**src/rtl/demux1to4_reg.sv**
```systemverilog
// Registered 1-to-4 demultiplexer with valid/ready handshakes. Each output channel
// has a one-word skid-free holding register and a wrapping delivered-word counter.

module demux1to4_chan #(
  parameter int WIDTH = 8
) (
  input  logic             clk,
  input  logic             rst_n,
  input  logic             load,
  input  logic [WIDTH-1:0] din,
  input  logic             rdy,
  output logic             full,
  output logic [WIDTH-1:0] data,
  output logic [7:0]       cnt
);
  logic drain;
  assign drain = full & rdy;

  // A load wins over a drain, so a channel can refill on the edge it empties.
  always_ff @(posedge clk or negedge rst_n) begin
    if (!rst_n) begin
      full <= 1'b0;
      data <= '0;
      cnt  <= '0;
    end else begin
      if (load) begin
        full <= 1'b1;
        data <= din;
      end else if (drain) begin
        full <= 1'b0;
      end
      if (drain) cnt <= cnt + 8'd1;
    end
  end
endmodule

module demux1to4_reg #(
  parameter int WIDTH = 8
) (
  input  logic             clk,
  input  logic             rst_n,
  input  logic [1:0]       sel,
  input  logic             in_valid,
  output logic             in_ready,
  input  logic [WIDTH-1:0] in_data,
  output logic [3:0]       out_valid,
  input  logic [3:0]       out_ready,
  output logic [WIDTH-1:0] out_data0,
  output logic [WIDTH-1:0] out_data1,
  output logic [WIDTH-1:0] out_data2,
  output logic [WIDTH-1:0] out_data3,
  output logic [7:0]       cnt0,
  output logic [7:0]       cnt1,
  output logic [7:0]       cnt2,
  output logic [7:0]       cnt3
);
  localparam int NUM_LANES = 4;

  logic [NUM_LANES-1:0]            load;
  logic [NUM_LANES-1:0][WIDTH-1:0] data;
  logic [NUM_LANES-1:0][7:0]       cnt;

  // Ready looks only at the addressed channel; gating with rst_n keeps it low in reset.
  assign in_ready = rst_n & (~out_valid[sel] | out_ready[sel]);

  for (genvar k = 0; k < NUM_LANES; k++) begin : g_lane
    assign load[k] = in_valid & in_ready & (sel == 2'(k));

    demux1to4_chan #(.WIDTH(WIDTH)) u_chan (
      .clk  (clk),
      .rst_n(rst_n),
      .load (load[k]),
      .din  (in_data),
      .rdy  (out_ready[k]),
      .full (out_valid[k]),
      .data (data[k]),
      .cnt  (cnt[k])
    );
  end

  assign out_data0 = data[0];
  assign out_data1 = data[1];
  assign out_data2 = data[2];
  assign out_data3 = data[3];
  assign cnt0      = cnt[0];
  assign cnt1      = cnt[1];
  assign cnt2      = cnt[2];
  assign cnt3      = cnt[3];
endmodule

```
**config.mk**
```make
export PLATFORM = sky130hd
export DESIGN_NAME = demux1to4_reg
export DESIGN_NICKNAME = d
export VERILOG_FILES = /design/src/rtl/demux1to4_reg.sv
export SDC_FILE = /design/constraint.sdc
export NUM_CORES = 1
export LEC_CHECK = 0
export CAP_MARGIN = 20
export CORE_MARGIN = 1
export CORE_UTILIZATION = 35
export DETAILED_ROUTE_END_ITERATION = 6
export PLACE_DENSITY_LB_ADDON = 0.15
export SLEW_MARGIN = 20
export SYNTH_ARGS = -nofsm -noshare
export SYNTH_HDL_FRONTEND = slang
export SYNTH_SLANG_ARGS = --single-unit
```
**constraint.sdc**
```tcl
create_clock -name clk -period 2.4 [get_ports clk]
set_input_delay 0.48 -clock clk [delete_from_list [all_inputs] [get_ports clk]]
set_output_delay 0.48 -clock clk [all_outputs]
set_load 0.05 [all_outputs]
```
Word-level counts from Yosys, hierarchy flattened:

Cells that the tools add are included.

* register bits: 68
* output and inout port bits: 69
* word-level logic and storage cells: 49

* $add $sub $neg: 4
* order comparisons: 1
* equal/unequal tests: 3
* mux-type cells: 12
* bitwise operators: 12
* reduce and logical (&&, ||, !) cells: 5

Operators by type and width (number)
* $add A8 B1 Y8 const B: 4
* $and A1 B1 Y1: 10
* $mux W1: 10
* $reduce_bool A2 Y1: 4
* $bmux W1 S2: 2
* $eq A2 B2 Y1 const B: 2
* $lt A2 B3 Y1 const B: 1
* $eq A2 B1 Y1 const B: 1
* $logic_not A2 Y1: 1
* $not A1 Y1: 1
* $or A1 B1 Y1: 1

Longest topological paths before layout:

Gate-level depths: netlist of the first run.

* depth after elaboration: 8
* gate-level depth with buffers: 4
* gate-level depth less buffers: 4

Cells and area by module:

A second synthesis of the first run with hierarchy kept.

* cells, all modules: 209
* area total of the unflattened synthesis: 2865.2 um2

Modules (own cells, without submodules)
* demux1to4_chan: instances 4, cells each 48, area each 690.7 um2, seq. area each 425.4 um2
* demux1to4_reg: instances 1, cells each 17, area each 102.6 um2, seq. area each 0.0 um2

Worst setup path before layout of the first run:

Ideal clock, no wire load.

* path kind: input -> output
* start: in sel[1]
* end: out in_ready
* arrival time: 1678 ps
* required time: 1920 ps
* path slack: 242 ps
* cell stages on the path: 4
* buffers on the path: 1
* cell sequence: buf_4 -> or4bb_1 -> o311ai_0 -> a21oi_1

* longest elaborated chain between the ends: 5
* elaborated cells on any way between the ends: 7

RTL lines
* from (decl): RTL line 42 `input logic [1:0] sel,`
* $bmux W1 S2: RTL line 64 `assign in_ready = rst_n & (~out_valid[sel] | out_ready[sel]);`
* $mux W1 (implied by the code): RTL line 64
* $not A1 Y1: RTL line 64
* $or A1 B1 Y1 (*): RTL line 64
* $and A1 B1 Y1 (*): RTL line 64
* to (decl): RTL line 44 `output logic in_ready,`

Every way passes the cells marked *; elsewhere a longest branch is shown, timed or not. The select of a mux whose other input is x is not followed.

Worst setup path in the final report of the first run:

* start: in out_ready[2]
* end: out in_ready

* longest elaborated chain between the ends: 4

RTL lines
* from (decl): RTL line 47 `input logic [3:0] out_ready,`
* $bmux W1 S2: RTL line 64
* $mux W1 (implied by the code): RTL line 64
* $or A1 B1 Y1: RTL line 64
* $and A1 B1 Y1: RTL line 64

Every way passes these cells. The select of a mux whose other input is x is not followed.

==> impl_metrics.toml, run 1 <==
[worst_hold_path]
hold_path.class = "reg -> reg"

[logic_synthesis]
synth_top_cell_area_share = 0.604
syn_area_per_cell_um2 = 13.8
ys_seq_area_frac = 0.604
synth_edf_count = 0
yosys-top-cells-area = "dfrtp_1 60%, mux2_2 14%, xnor2_1 7.1%, nand2_1 2.0%, nand4_1 2.0%"
synth.distinct_cells = 29
syn-num-nets = 225
synth-seq-cells = 68
async_flop_share = 1.00
synth-warning-count = 0
yosysTopAreaCell = "dfrtp_1"
dominantRegCellSynth = "dfrtp_1"
syn_inst = 204
synth_area_mm2 = 0.00282

[timing]
skew_ns = 0.00826
slew_violations = 0
setup_tns_ns = 0
worst_pin_slew_ns = 0.541
slew_headroom = 0.638
finalHoldViolCount = 0
post-route-min-period_ns = 2.34
fin_ws_ns = 0.0622
rsz0062_at_grt = "false"
setup_viol = 0
clock.fmax_mhz = 428
post-route-period-util = 0.974
whs_ns = 0.469

[power]
peakVddDrop_mv = 0.542
total_power_uw = 4090
power_leakage_uw = 0.00170
powerDensity_mw_per_mm2 = 1030

[global_route]
grt-ovfl-total = 0
use_met1 = 0.189
antenna_found_initial = 0
met2_usage = 0.224
top_usage_layer = "met2"
track_usage = 0.149
grtUsageMet3 = 0.0539
grt_pass1_vias = 1903
grt_pass1_wl_um = 9450
grt_max_degree = 34

[setup_path]
crit_path_start_kind = "primary input"
endpoint_kind = "output port"
crit_required_ns = 1.92
crit_path_max_fanout = 5
crit_type = "in -> out"
critPathArrivalTime_ns = 1.86

[final_layout]
final_cell_mix = "83 x clkdlybuf4s50_1, 68 x dfrtp_1, 35 x mux2_2, 23 x xnor2_1, 15 x nand2_1"
num_antenna_cells = 0
nNetsFinal = 322
synthToLayoutAreaGrowth_pct = 40.8
final_common_cell = "clkdlybuf4s50_1"
drive_gt1_frac = 0.209

[drt]
drt_iter0_drc = 45
antenna_left = 0
drt-pass1-iter-count = 4
vias = 1898
vias_per_cell = 4.65
drc_errors = 0
drt-wirelength-per-cell_um = 14.3
drt_wl_total_um = 5840

[die]
die-area_mm2 = 0.00841
die_h_um = 91.7
num_rows = 32
io_pins = 86
start_util = 0.363
fp.coreArea_mm2 = 0.00777
die_x_um = 91.7

[placement]
port-buffer-count = 85
hpwl_um = 4150
place.gp.congestion = 0.699
place_ws_ns = 0.0485

[clock_network]
cts_resized = 0
clk_pin_slew_worst_paths_ns = 0.07
cts.sinks = 68
clockBufferDepth = 2
cts_tree = "done"
cts_max_level = 3
worstSkewPairLatency_ns = 0.34
postCtsSetupRepairBufs = 0
cts-root-buf = "clkbuf_8"
ctsHoldBuffers = 1
cts_buffers = 9

[outcome]
status = "finished clean"

[run]
drv_cap = 0
logic make-up after synthesis:
family / count (synthesis) / synth area share
DFF: 68 / 0.604
and+or+nand+nor: 55 / 0.118
muxes: 37 / 0.147
xor gates and xnor gates: 28 / 0.0870
buffers and inverters: 9 / 0.0191
adders and majority gates: 4 / 0.0178
AOI/OAI and AO/OA: 3 / 0.00666
path summary, 6_finish.rpt:
kind                                               from                        to  slack [ns]  cells after the start
worst max-delay path                       out_ready[2]                  in_ready        0.06                      5
worst min-delay path            g_lane[2].u_chan.cnt[7]   g_lane[2].u_chan.cnt[7]        0.47                      1
worst max register to register    g_lane[2].u_chan.full  g_lane[2].u_chan.data[4]        0.94                      4
worst min register to register  g_lane[2].u_chan.cnt[7]   g_lane[2].u_chan.cnt[7]        0.47                      1
max in group asynchronous                         rst_n  g_lane[1].u_chan.data[1]        1.30                      3
min in group asynchronous                         rst_n     g_lane[1].u_chan.full        0.49                      2
per-layer routing:
metal,vias to the layer above,part of all wire,wire (µm)
li1,900,-,-
met1,931,0.45,2610
met2,56,0.45,2630
met3,11,0.082,482
met4,0,0.020,116
met5,-,0,0
where the power goes:
group	internal, µW	switching (µW)	total [µW]
clock network	370	423	793
logic	617	1100	1710
registers	1380	199	1580
synth_stat cells (2+ instances only):
library cell / instances
mux2_2: 35
nor3b_4: 2
xnor2_1: 23
nand4_1: 9
ha_1: 4
nand2_1: 15
inv_1: 2
nand3_1: 5
and4_1: 3
xor2_1: 5
nor2_1: 6
nand2b_1: 3
or3b_2: 2
buf_4: 5
and3_1: 4
dfrtp_1: 68
flip-flops by register name, summed over array words and instances (netlist names):
name,cells
g_lane.u_chan.cnt,32
g_lane.u_chan.data,32
g_lane.u_chan.full,4
stage by stage:
| stage | util | cell area, µm² | instances |
|---|---|---|---|
| finish | 0.511 | 3970 | 408 |
| global placement | 0.489 | 3800 | 391 |
| floorplan | - | 2820 | 204 |
| detailed placement | 0.489 | 3800 | 391 |
| global route | 0.511 | 3970 | 408 |
| CTS | 0.511 | 3970 | 408 |
area by class of cell:
cell class                 instances  area [µm²]
clock inverter                     5        28.8
clock buffer                      11         131
sequential                        68        1700
timing repair buffer              93         908
inverter                           2        7.51
fill                             701        3800
tap                              102         128
multi-input combinational        127        1060
worst max-delay path, cell delays in order:
cell and delay [ns]:
clkdlybuf4s50_1 0.48, or4bb_1 0.50, o311ai_0 0.11, a21oi_1 0.09, buf_4 0.20
No activity file was read; power rests on OpenSTA's default activity.
==> run 2, diff against run 1 <==
--- a/config.mk
+++ b/config.mk
@@ -9,7 +9,7 @@
 export CORE_MARGIN = 1
 export CORE_UTILIZATION = 35
 export DETAILED_ROUTE_END_ITERATION = 6
-export PLACE_DENSITY_LB_ADDON = 0.15
+export PLACE_DENSITY = 0.69
 export SLEW_MARGIN = 20
 export SYNTH_ARGS = -nofsm -noshare
 export SYNTH_HDL_FRONTEND = slang
==> impl_metrics.toml, run 2 (synthesis gave the netlist of run 1 again) <==
[outcome]
status = "finished clean"

[placement]
hpwl_um = 4010
place.gp.congestion = 0.700
port-buffer-count = 85

[drt]
vias = 1917
drt-pass1-iter-count = 4
drt_wl_total_um = 5610
vias_per_cell = 4.71
drt-wirelength-per-cell_um = 13.8
drt_iter0_drc = 55
drc_errors = 0
antenna_left = 0

[timing]
post-route-period-util = 0.971
setup_viol = 0
clock.fmax_mhz = 429
setup_tns_ns = 0
slew_violations = 0
slew_headroom = 0.443
worst_pin_slew_ns = 0.836
rsz0062_at_grt = "false"
skew_ns = 0.00804
post-route-min-period_ns = 2.33
finalHoldViolCount = 0

[die]
die-area_mm2 = 0.00841
die_x_um = 91.7
fp.coreArea_mm2 = 0.00777
start_util = 0.363
die_h_um = 91.7
num_rows = 32
io_pins = 86

[setup_path]
r2r-end = "g_lane[2].u_chan.data[4]"
rr_worst_depth = 4
rr_startpoint = "g_lane[2].u_chan.full"
cpPeakStageDelay_ns = 0.48
crit_family = "buffers and inverters"
cp_cell_sequence = "clkdlybuf4s50_1 > or4bb_1 > o311ai_0 > a21oi_1 > buf_4"
r2r_slack_ns = 0.95
path_depth = 5
crit_path_start_kind = "primary input"
cp_num_buf_inv = 2
endpoint_kind = "output port"
critPathArrivalTime_ns = 1.85
crit_path_max_fanout = 2
crit_type = "in -> out"
slowest_stage = "or4bb_1"
crit_required_ns = 1.92

[run]
drv_cap = 0

[clock_network]
clk_pin_slew_worst_paths_ns = 0.07
worstSkewPairLatency_ns = 0.33
clockBufferDepth = 2
cts_buffers = 9
postCtsSetupRepairBufs = 0
cts_resized = 1
cts_max_level = 3
cts_tree = "done"
cts.sinks = 68
ctsHoldBuffers = 0
cts-root-buf = "clkbuf_8"

[power]
peakVddDrop_mv = 0.757
power_leakage_uw = 0.00169
total_power_uw = 4080
powerDensity_mw_per_mm2 = 1030

[global_route]
grt_pass1_wl_um = 9390
grt_pass1_vias = 1956
antenna_found_initial = 0
grt-ovfl-total = 0
grt_max_degree = 69
track_usage = 0.145

[final_layout]
synthToLayoutAreaGrowth_pct = 40.7
nNetsFinal = 321
drive_gt1_frac = 0.216
top_regs = "g_lane.u_chan.cnt x32, g_lane.u_chan.data x32, g_lane.u_chan.full x4"
final_cell_mix = "82 x clkdlybuf4s50_1, 68 x dfrtp_1, 35 x mux2_2, 23 x xnor2_1, 15 x nand2_1"
num_antenna_cells = 0
final_common_cell = "clkdlybuf4s50_1"

[worst_hold_path]
hold_path.class = "in -> async"
## run 2: cell count changes in the layout (fill, tap and decap cells not counted)
cell,before,now
clkbuf_1,2,0
clkdlybuf4s50_1,83,82
clkinvlp_4,0,2
dlygate4sd2_1,0,1
dlygate4sd3_1,1,0
## run 2: layout make-up
class | instances | area, µm²
Inverter | 2 | 7.51
Fill cell | 717 | 3800
Sequential cell | 68 | 1700
Timing Repair Buffer | 92 | 897
Clock buffer | 9 | 124
Multi-Input combinational cell | 127 | 1060
Tap cell | 102 | 128
Clock inverter | 7 | 43.8
## run 2: per-stage QoR
stage / setup slack, ns / instances / utilization / hold slack (ns) / instance area, µm²
final: 0.0705 / 407 / 0.510 / 0.370 / 3960
after global routing: 0.00959 / 407 / 0.510 / 0.456 / 3960
after detailed placement: 0.00203 / 391 / 0.489 / 0.467 / 3800
after CTS: 0.0572 / 407 / 0.510 / 0.412 / 3960
after floorplan: 0.242 / 204 / - / 0.184 / 2820
after global placement: 0.0270 / 391 / 0.489 / 0.462 / 3800
## run 2: per-layer routing
layer | share of wire | vias to the layer above | GRT usage | wire length [µm]
li1 | - | 901 | - | -
met1 | 0.44 | 957 | 0.174 | 2450
met2 | 0.48 | 57 | 0.237 | 2690
met3 | 0.080 | 2 | 0.0605 | 447
met4 | 0.0034 | 0 | 0.0469 | 19
met5 | 0 | - | 0 | 0
## run 2: how the worst max path moves through the flow
stage	from	end	slack, ns
2_1_floorplan	sel[1]	in_ready	0.24
3_3_place_gp	out_ready[2]	in_ready	0.03
3_5_place_dp	out_ready[2]	in_ready	0.002
4_1_cts	sel[1]	in_ready	0.06
5_1_grt	sel[1]	in_ready	0.01
6_report	sel[1]	in_ready	0.07
## run 2: worst reg2reg max path, delay by kind of cell (launching register included)
| family | cells | cell delay [ns] |
|---|---|---|
| AND/OR/NAND/NOR | 2 | 0.36 |
| flip-flops | 1 | 0.43 |
| multiplexers | 1 | 0.35 |
| buffers and inverters | 1 | 0.21 |
## run 2: power by group
group | internal (µW) | total (µW) | switching (µW)
Clock | 368 | 789 | 421
Combinational | 615 | 1710 | 1090
Sequential | 1380 | 1580 | 200
Total | 2370 | 4080 | 1710
==> run 3, diff against run 2 <==
--- a/config.mk
+++ b/config.mk
@@ -14,3 +14,4 @@
 export SYNTH_ARGS = -nofsm -noshare
 export SYNTH_HDL_FRONTEND = slang
 export SYNTH_SLANG_ARGS = --single-unit
+export TNS_END_PERCENT = 50
==> results of run 3 <==
The final DEF is identical to that of run 2; final timing and power are the same.
